<file path="src/rtl/cordic_phase_encoder_param.sv">
`default_nettype none
// ============================================================================
//  Module   : cordic_phase_encoder_param
//  Brief    : CORDIC phase front end. Folds a phase word to octant plus
//             residual, then greedily decomposes the residual into signed
//             power-of-two micro-rotation codes, one per cycle, and writes
//             each code (tagged with channel and octant) into the rotator FIFO.
//  Revision : 1.0 - initial parametrised release
// ============================================================================
module cordic_phase_encoder_param #(
  parameter int PHASE_W    = 24,
  parameter int CH_W       = 2,
  parameter int MAX_STEPS  = 12,
  parameter int EARLY_STOP = 1,
  parameter int TOL_SH     = 0
) (
  input  logic                                    iClk,
  input  logic                                    iReset_n,
  input  logic                                    iData_valid,
  input  logic [PHASE_W-1:0]                      iData,
  input  logic [CH_W-1:0]                         iChan,
  input  logic                                    iFifo_almost_full,
  output logic                                    oReady,
  output logic                                    oBusy,
  output logic [CH_W+6+$clog2(PHASE_W-2)-1:0]     oFifo_data,
  output logic                                    oFifo_write_request
);

  localparam int RES_W  = PHASE_W - 2;
  localparam int F_W    = PHASE_W - 3;
  localparam int ADDR_W = $clog2(RES_W);
  localparam int OUT_W  = CH_W + 6 + ADDR_W;

  localparam logic [1:0] c_IDLE = 2'd0;
  localparam logic [1:0] c_NORM = 2'd1;
  localparam logic [1:0] c_ITER = 2'd2;

  logic [1:0]         r_state;
  logic [PHASE_W-1:0] r_phase;
  logic [CH_W-1:0]    r_chan;
  logic [2:0]         r_oct;
  logic [RES_W:0]     r_res;      // two's complement residual, MSB is sign
  logic [ADDR_W-1:0]  r_cnt;
  logic               r_wr;
  logic [OUT_W-1:0]   r_data;

  logic [RES_W:0]     w_fold;
  logic [RES_W-1:0]   w_mag;
  logic [ADDR_W-1:0]  w_lead;
  logic               w_rnd;
  logic               w_zero;
  logic [ADDR_W-1:0]  w_p;
  logic [RES_W:0]     w_ang;
  logic               w_sign;
  logic [ADDR_W-1:0]  w_addr;
  logic [RES_W:0]     w_res_next;
  logic [RES_W-1:0]   w_next_mag;
  logic               w_final;
  logic               w_tol;
  logic [1:0]         w_last;

  // Fold odd octants so the residual always measures distance from the
  // nearest octant edge in the rotation direction.
  always_comb begin
    w_fold = (RES_W+1)'(r_phase[F_W-1:0]);
    if (r_phase[F_W]) begin
      w_fold = ((RES_W+1)'(1) << F_W) - (RES_W+1)'(r_phase[F_W-1:0]);
    end
  end

  // Leading-one search on |r| with the bit below it used for round-to-nearest.
  always_comb begin
    w_mag  = r_res[RES_W] ? RES_W'(-r_res) : RES_W'(r_res);
    w_lead = '0;
    w_rnd  = 1'b0;
    for (int i = 1; i < RES_W; i++) begin
      if (w_mag[i]) begin
        w_lead = ADDR_W'(i);
        w_rnd  = w_mag[i-1];
      end
    end
  end

  // Digit selection, residual update and last-code classification.
  always_comb begin
    w_zero     = (r_res == '0);
    w_p        = w_lead + ADDR_W'(w_rnd);
    w_ang      = (RES_W+1)'(1) << w_p;
    w_sign     = ~w_zero & r_res[RES_W];
    w_addr     = w_zero ? '1 : (ADDR_W'(RES_W-1) - w_p);
    w_res_next = '0;
    if (!w_zero) begin
      w_res_next = w_sign ? (r_res + w_ang) : (r_res - w_ang);
    end
    w_next_mag = w_res_next[RES_W] ? RES_W'(-w_res_next) : RES_W'(w_res_next);
    w_final    = (r_cnt == ADDR_W'(MAX_STEPS-1));
    w_tol      = (TOL_SH > 0) && (w_next_mag != '0) && ((w_next_mag >> TOL_SH) == '0);
    w_last     = 2'b00;
    if (EARLY_STOP != 0) begin
      if (w_res_next == '0)  w_last = 2'b01;
      else if (w_tol)        w_last = 2'b11;
      else if (w_final)      w_last = 2'b10;
    end else if (w_final) begin
      w_last = (w_res_next == '0) ? 2'b01 : 2'b10;
    end
  end

  // Transaction sequencer: capture, normalise, then emit one code per
  // un-stalled cycle until a terminating last code.
  always_ff @(posedge iClk) begin
    if (!iReset_n) begin
      r_state <= c_IDLE;
      r_phase <= '0;
      r_chan  <= '0;
      r_oct   <= '0;
      r_res   <= '0;
      r_cnt   <= '0;
      r_wr    <= 1'b0;
      r_data  <= '0;
    end else begin
      r_wr <= 1'b0;
      case (r_state)
        c_IDLE: begin
          if (iData_valid) begin
            r_phase <= iData;
            r_chan  <= iChan;
            r_state <= c_NORM;
          end
        end
        c_NORM: begin
          r_oct   <= r_phase[PHASE_W-1 -: 3];
          r_res   <= w_fold;
          r_cnt   <= '0;
          r_state <= c_ITER;
        end
        c_ITER: begin
          if (!iFifo_almost_full) begin
            r_wr   <= 1'b1;
            r_data <= {r_chan, r_oct, w_last, w_sign, w_addr};
            r_res  <= w_res_next;
            r_cnt  <= r_cnt + ADDR_W'(1);
            if (w_last != 2'b00) begin
              r_state <= c_IDLE;
            end
          end
        end
        default: r_state <= c_IDLE;
      endcase
    end
  end

  assign oReady              = iReset_n && (r_state == c_IDLE);
  assign oBusy               = (r_state != c_IDLE);
  assign oFifo_data          = r_data;
  assign oFifo_write_request = r_wr;

endmodule
`default_nettype wire

</file>
<file path="config.mk">
export PLATFORM = sky130hd
export DESIGN_NAME = cordic_phase_encoder_param
export DESIGN_NICKNAME = d
export VERILOG_FILES = /design/src/rtl/cordic_phase_encoder_param.sv
export SDC_FILE = /design/constraint.sdc
export NUM_CORES = 1
export LEC_CHECK = 0
export BUFFER_PORTS_ARGS = -buffer_cell sky130_fd_sc_hd__buf_4
export CAP_MARGIN = 0
export CORE_ASPECT_RATIO = 0.75
export CORE_UTILIZATION = 26
export CTS_CLUSTER_SIZE = 16
export DETAILED_ROUTE_END_ITERATION = 7
export HOLD_SLACK_MARGIN = 0.08
export SLEW_MARGIN = 25
export SYNTH_ARGS = -nofsm -noshare
export SYNTH_HDL_FRONTEND = slang
export SYNTH_SLANG_ARGS = --single-unit
</file>
<file path="constraint.sdc">
create_clock -name iClk -period 7.7 [get_ports iClk]
set_input_delay 1.155 -clock iClk [delete_from_list [all_inputs] [get_ports iClk]]
set_output_delay 1.155 -clock iClk [all_outputs]
set_load 0.02 [all_outputs]
</file>
* Word-level counts from Yosys, hierarchy flattened
Cells that the tools add are included.
** Word-level totals
- Input port bits :: 30
- Output and inout port bits :: 16
- Word-level logic and storage cells :: 95
- Bits in registers :: 73
** Operators by class
- Add/subtract/negate cells :: 7
- Eq/ne operators :: 6
- Muxes and demuxes :: 58
- Reductions and logical operators :: 12
- Shift-type cells :: 1
- Bitwise logic cells :: 3
** Operators with widths (count)
- 5-bit 2-to-1 mux :: 22
- 23-bit 2-to-1 mux :: 4
- 23-bit zero test :: 2
- 23-bit one-hot mux with 2 select lines :: 1
- 23-bit adder :: 1
- 1-bit 2-to-1 mux :: 23
- 1-bit by 5-bit << shifter with 23-bit output, first input constant :: 1
- 22-bit by 21-bit subtractor with 23-bit output, first input constant :: 1
- 23-bit subtractor :: 1
- 22-bit 2-to-1 mux :: 1
- 22-bit negation :: 1
- 2-bit 2-to-1 mux :: 5
- 5-bit one-hot mux with 2 select lines :: 1
- 2-bit AND reduction :: 4
- 2-bit != test, second input constant :: 3
- 2-bit one-hot mux with 3 select lines :: 1
- 2-bit nonzero test :: 3
- 5-bit by 1-bit adder with 5-bit output :: 1
- 5-bit by 1-bit adder with 5-bit output, second input constant :: 1
- 5-bit by 4-bit == test with 1-bit output, second input constant :: 1
- 5-bit subtractor, first input constant :: 1
- 3-bit AND reduction :: 1
- 2-bit by 1-bit == test with 1-bit output, second input constant :: 1
- 2-bit == test, second input constant :: 1
- 4 further kinds :: 5

* Depth between registers and ports, before layout
- Depth in word-level cells :: 34
- Depth in mapped cells :: 40
- Depth with buffers taken out :: 37

* Worst setup path before layout
Ideal clock, no wire load.
- Path kind :: reg2reg
- From :: register r_res[1]
- To :: register r_state[1]
- Stages on the path, launching flop included :: 40
- Required time :: 7.578 ns
- Arrival :: 7.945 ns
- Buffers on the path :: 3
- Period minus slack after synthesis :: 8.067 ns
- Slack :: -0.367 ns
- Setup time :: 0.122 ns
- Cells stage by stage :: dfxtp_1 > clkbuf_1 > inv_1 > ha_1 > nor3b_2 > nor2_1 > xnor2_1 > nor2b_1 > or3b_2 > a31oi_1 > o21ai_0 > a21oi_1 > o311ai_0 > o211ai_1 > a41oi_1 > ha_1 > ha_1 > clkbuf_1 > (+4 left out) > inv_1 > ha_1 > inv_1 > o211ai_1 > o21ai_1 > o21a_1 > o21ai_1 > ha_1 > a211o_1 > a211oi_1 > o31a_1 > o21ai_0 > a31o_2 > o31ai_1 > mux2i_1 > and4_1 > o211ai_2 > a221o_1
** On the way
- Longest elaborated chain between the ends :: 33
- Elaborated cells between the ends (all ways) :: 58
- Classes of those cells :: 4 x add/sub; 1 x eq/ne; 1 x shift; 46 x mux; 2 x bitwise; 4 x reduce/logical
** Ends and longest elaborated chain
- start, declared :: RTL line 42 : logic [RES_W:0] r_res;
- start signal, assigned :: RTL line 132 : r_res <= w_fold;
- start signal, assigned :: RTL line 140 : r_res <= w_res_next;
- 22-bit negation :: RTL line 73 : w_mag = r_res[RES_W] ? RES_W'(-r_res) : RES_W'(r_res);
- 22-bit 2-to-1 mux :: RTL line 73
- 1-bit 2-to-1 mux :: RTL line 77 : if (w_mag[i]) begin
- 5-bit 2-to-1 mux / 1-bit 2-to-1 mux (equally long branches) (20 in series) :: RTL line 77
- 5-bit by 1-bit adder with 5-bit output :: RTL line 87 : w_p = w_lead + ADDR_W'(w_rnd);
- 1-bit by 5-bit << shifter with 23-bit output :: RTL line 88 : w_ang = (RES_W+1)'(1) << w_p;
- 23-bit subtractor / 23-bit adder (equally long branches) :: RTL line 93 : w_res_next = w_sign ? (r_res + w_ang) : (r_res - w_ang);
- 23-bit 2-to-1 mux :: RTL line 93
- 23-bit 2-to-1 mux * :: RTL line 92 : if (!w_zero) begin
- 23-bit zero test *
- 2-bit 2-to-1 mux * :: RTL line 100 : if (w_res_next == '0) w_last = 2'b01;
- 2-bit nonzero test * :: RTL line 142 : if (w_last != 2'b00) begin
- 2-bit != test (no source line) *
- 3-bit AND reduction (no source line) *
- end signal, assigned :: RTL line 112 : r_state <= c_IDLE;
- end signal, assigned :: RTL line 143 : r_state <= c_IDLE;
- end signal, assigned :: RTL line 147 : default: r_state <= c_IDLE;
- end, declared :: RTL line 38 : logic [1:0] r_state;
Every way passes the cells marked *; elsewhere a longest branch is shown, timed or not.
A chain may end at the register's enable or synchronous reset.

* Worst setup path in the final report
- From :: register r_res[0]
- To :: register r_state[1]
The elaborated chain is that of the path after synthesis.

==> metrics.md <==
| Metric | Value |
|---|---|
| Status | `finished clean` |
| Area growth syn-to-layout | `29.1%` |
| Drt total wl | `21800 um` |
| Ys flop type | `dfxtp_1` |
| Minimum clock period after layout | `7.43 ns` |
| Kind of cell with the highest combined delay on the critical path | `simple AND/OR/NAND/NOR gates` |
| I/O Pins | `46` |
| Clk sinks | `73` |
| Final number of hold-violating endpoints | `0` |
| Most frequent CP cell | `a21oi_1` |
| Synthesized area | `6720 sq um` |
| Routed len/inst | `16.0 um` |
| Yosys cell types | `84` |
| Total Routing Usage GR | `16.1%` |
| Period Utilization, post-route | `96.5%` |
| 1st-iter DRT viols | `604` |
| CTS Root Cell | `clkbuf_16` |
| Placed cell areas | `7990 sq um` |
| Antenna violations before repair | `0` |
| Mapped Nets | `989` |
| Core Rows | `50` |
| Port Buffers | `45` |
| YS warnings | `0` |
| Die width | `188 um` |
| Fin area | `8680 sq um` |
| H-tree Lvls | `3` |
| Die area | `26500 sq um` |
| Post-synth EDFFs | `0` |
| Final Max Slew Viols | `0` |
| Die height | `141 um` |
| N_diodes | `0` |
| Hold crit path type | `flop to flop` |
| Vias in the first global route | `6328` |
| Critical path fanouts, max | `4` |
| Crit Path Category | `flop to flop` |
| CP Launch Type | `flop` |
| Cts bufs inserted | `9` |
| GRT overflow | `0` |
| Largest net degree at the start of global routing | `77` |
| Clk slew on worst S/H paths | `0.06 ns` |
| Post-Synthesis Cells | `918` |
| Slowest-stage cell, CP | `or4_4` |
| CTS tree | `built` |
| Arr. time, crit path | `7.66 ns` |
| Required time worst endpoint | `7.92 ns` |
| Final Wtd Congestion | `0.928` |
| Buf+Inv Stages, Crit Path | `1` |
| Vias per Instance | `5.15` |
| Max_slew headroom | `38.7%` |
| Clk_skew | `0.00850 ns` |
| Antenna-violating nets left | `0` |
| Via count | `7046` |
| Hold_buf cts | `0` |
| Crit path capture type | `flop` |
| Final nets | `1095` |
| Syn avg cell area | `7.32 sq um` |
| Post-DP HPWL | `16600 um` |
| Number of synthesized register bits | `73` |
| Seq/Total Area, Yosys | `21.8%` |
| Worst Tran Pin Value | `0.920 ns` |
| Core area | `25100 sq um` |
| Final number of setup-violating endpoints | `0` |
| Peak Freq | `0.135 GHz` |
| Fillcell total | `2677` |
| Drt first pass iters | `5` |
| Share of cells above drive strength 1 | `23.7%` |
| Global-route wire length before repair | `34200 um` |
| Max Buffers Root-to-Sink | `2` |
| Clk_lat worst skew | `0.34 ns` |
| Worst path max stage delay | `0.56 ns` |
| Initial Util | `26.7%` |
| Max cap viols | `0` |
| Ys async rst share | `0%` |
| DRC | `0` |
[flip-flops by register name (all words and copies together), names as in the netlist]
signal	count
oFifo_data	13
r_cnt	5
oFifo_write_request	1
r_state	2
r_oct	3
r_chan	2
r_phase	24
r_res	23
[worst min-delay path, cell delays in order (launching register included)]
cell and delay [ns]:
dfxtp_1 0.31, nand2_1 0.05, a21boi_0 0.06
[per-layer routing]
| layer | vias up | GRT usage [%] | share of wire [%] |
|---|---|---|---|
| met1 | 3300 | 25.4 | 52 |
| li1 | 3510 | - | - |
| met5 | - | 0 | 0 |
| met3 | 10 | 2.81 | 7.5 |
| met4 | 0 | 3.25 | 0.54 |
| met2 | 226 | 22.1 | 40 |
[synthesized netlist by cell type (all sizes together) (12+ instances only)]
library cell / n / area (sq um)
xor2: 34 / 305
nor2: 55 / 206
ha: 40 / 500
dfxtp: 73 / 1460
o21ai: 59 / 295
a211oi: 13 / 103
a21oi: 56 / 280
and2: 12 / 75.1
xnor2: 33 / 289
nand2: 163 / 612
a21boi: 46 / 345
o211ai: 14 / 115
nor3: 16 / 85.1
o31ai: 13 / 97.6
nor2b: 15 / 93.8
nand2b: 16 / 100
inv: 18 / 67.6
nand3: 22 / 115
clkbuf: 51 / 191
[cells in the final DEF (no fill, tap or decap), drive strengths merged, types with 12 or more instances in the layout]
master / synthesis / layout
nand2: 163 / 163
nand2b: 16 / 16
nor2: 55 / 55
o21ai: 59 / 59
xnor2: 33 / 33
nor3: 16 / 16
and2: 12 / 12
a21boi: 46 / 46
a21oi: 56 / 56
a211oi: 13 / 13
buf: 11 / 157
o31ai: 13 / 13
o211ai: 14 / 14
dfxtp: 73 / 73
inv: 18 / 19
xor2: 34 / 34
nand3: 22 / 22
ha: 40 / 40
nor2b: 15 / 15
[kinds of logic (layout without fill, tap and decap cells)]
logic type,Yosys count,count (layout),share of synthesized area [%]
compound gates,289,289,29.5
xor+xnor,68,68,9.18
fa+ha+maj,41,41,7.75
buf+inv,80,191,4.69
flops,73,73,21.8
mux,9,9,1.36
simple gates,358,358,25.8
[repair_timing]
item                                   CTS  global route
buffers inserted                         2            14
gates resized for setup                  2            58
endpoints found under the hold margin    0             0
setup endpoints to repair                3            10
pin swaps                                2            42
[layout make-up]
type	count	area [sq um]	area share, %
clock buffer	10	239	2.75
multi-input combinational	765	5200	60.0
timing repair buffer	157	1190	13.7
tap	338	423	4.87
clock inverter	6	90.1	1.04
sequential	73	1470	16.9
inverter	18	67.6	0.779
[final timing paths]
kind,from,endpoint,slack [ns],cells after the start
max,r_res[0],r_state[1],0.27,31
min,r_phase[22],r_oct[1],0.47,2
max reg2reg,r_res[0],r_state[1],0.27,31
min reg2reg,r_phase[22],r_oct[1],0.47,2
[metrics by stage]
step / setup TNS, ns / util [%] / hold WS, ns / setup WS [ns] / instances
after floorplan: 0 / - / 0.441 / 0.00121 / 918
after global placement: 0 / 31.8 / 0.453 / 0.0786 / 1335
after detailed placement: -0.0751 / 31.8 / 0.458 / -0.0751 / 1335
after CTS: 0 / 33.1 / 0.467 / 0.0122 / 1353
after global routing: -0.0648 / 34.5 / 0.480 / -0.0648 / 1367
final: 0 / 34.5 / 0.465 / 0.268 / 1367
Power is not shown: default switching activity piles up to over one toggle a cycle in this logic, so the estimate is an artifact.
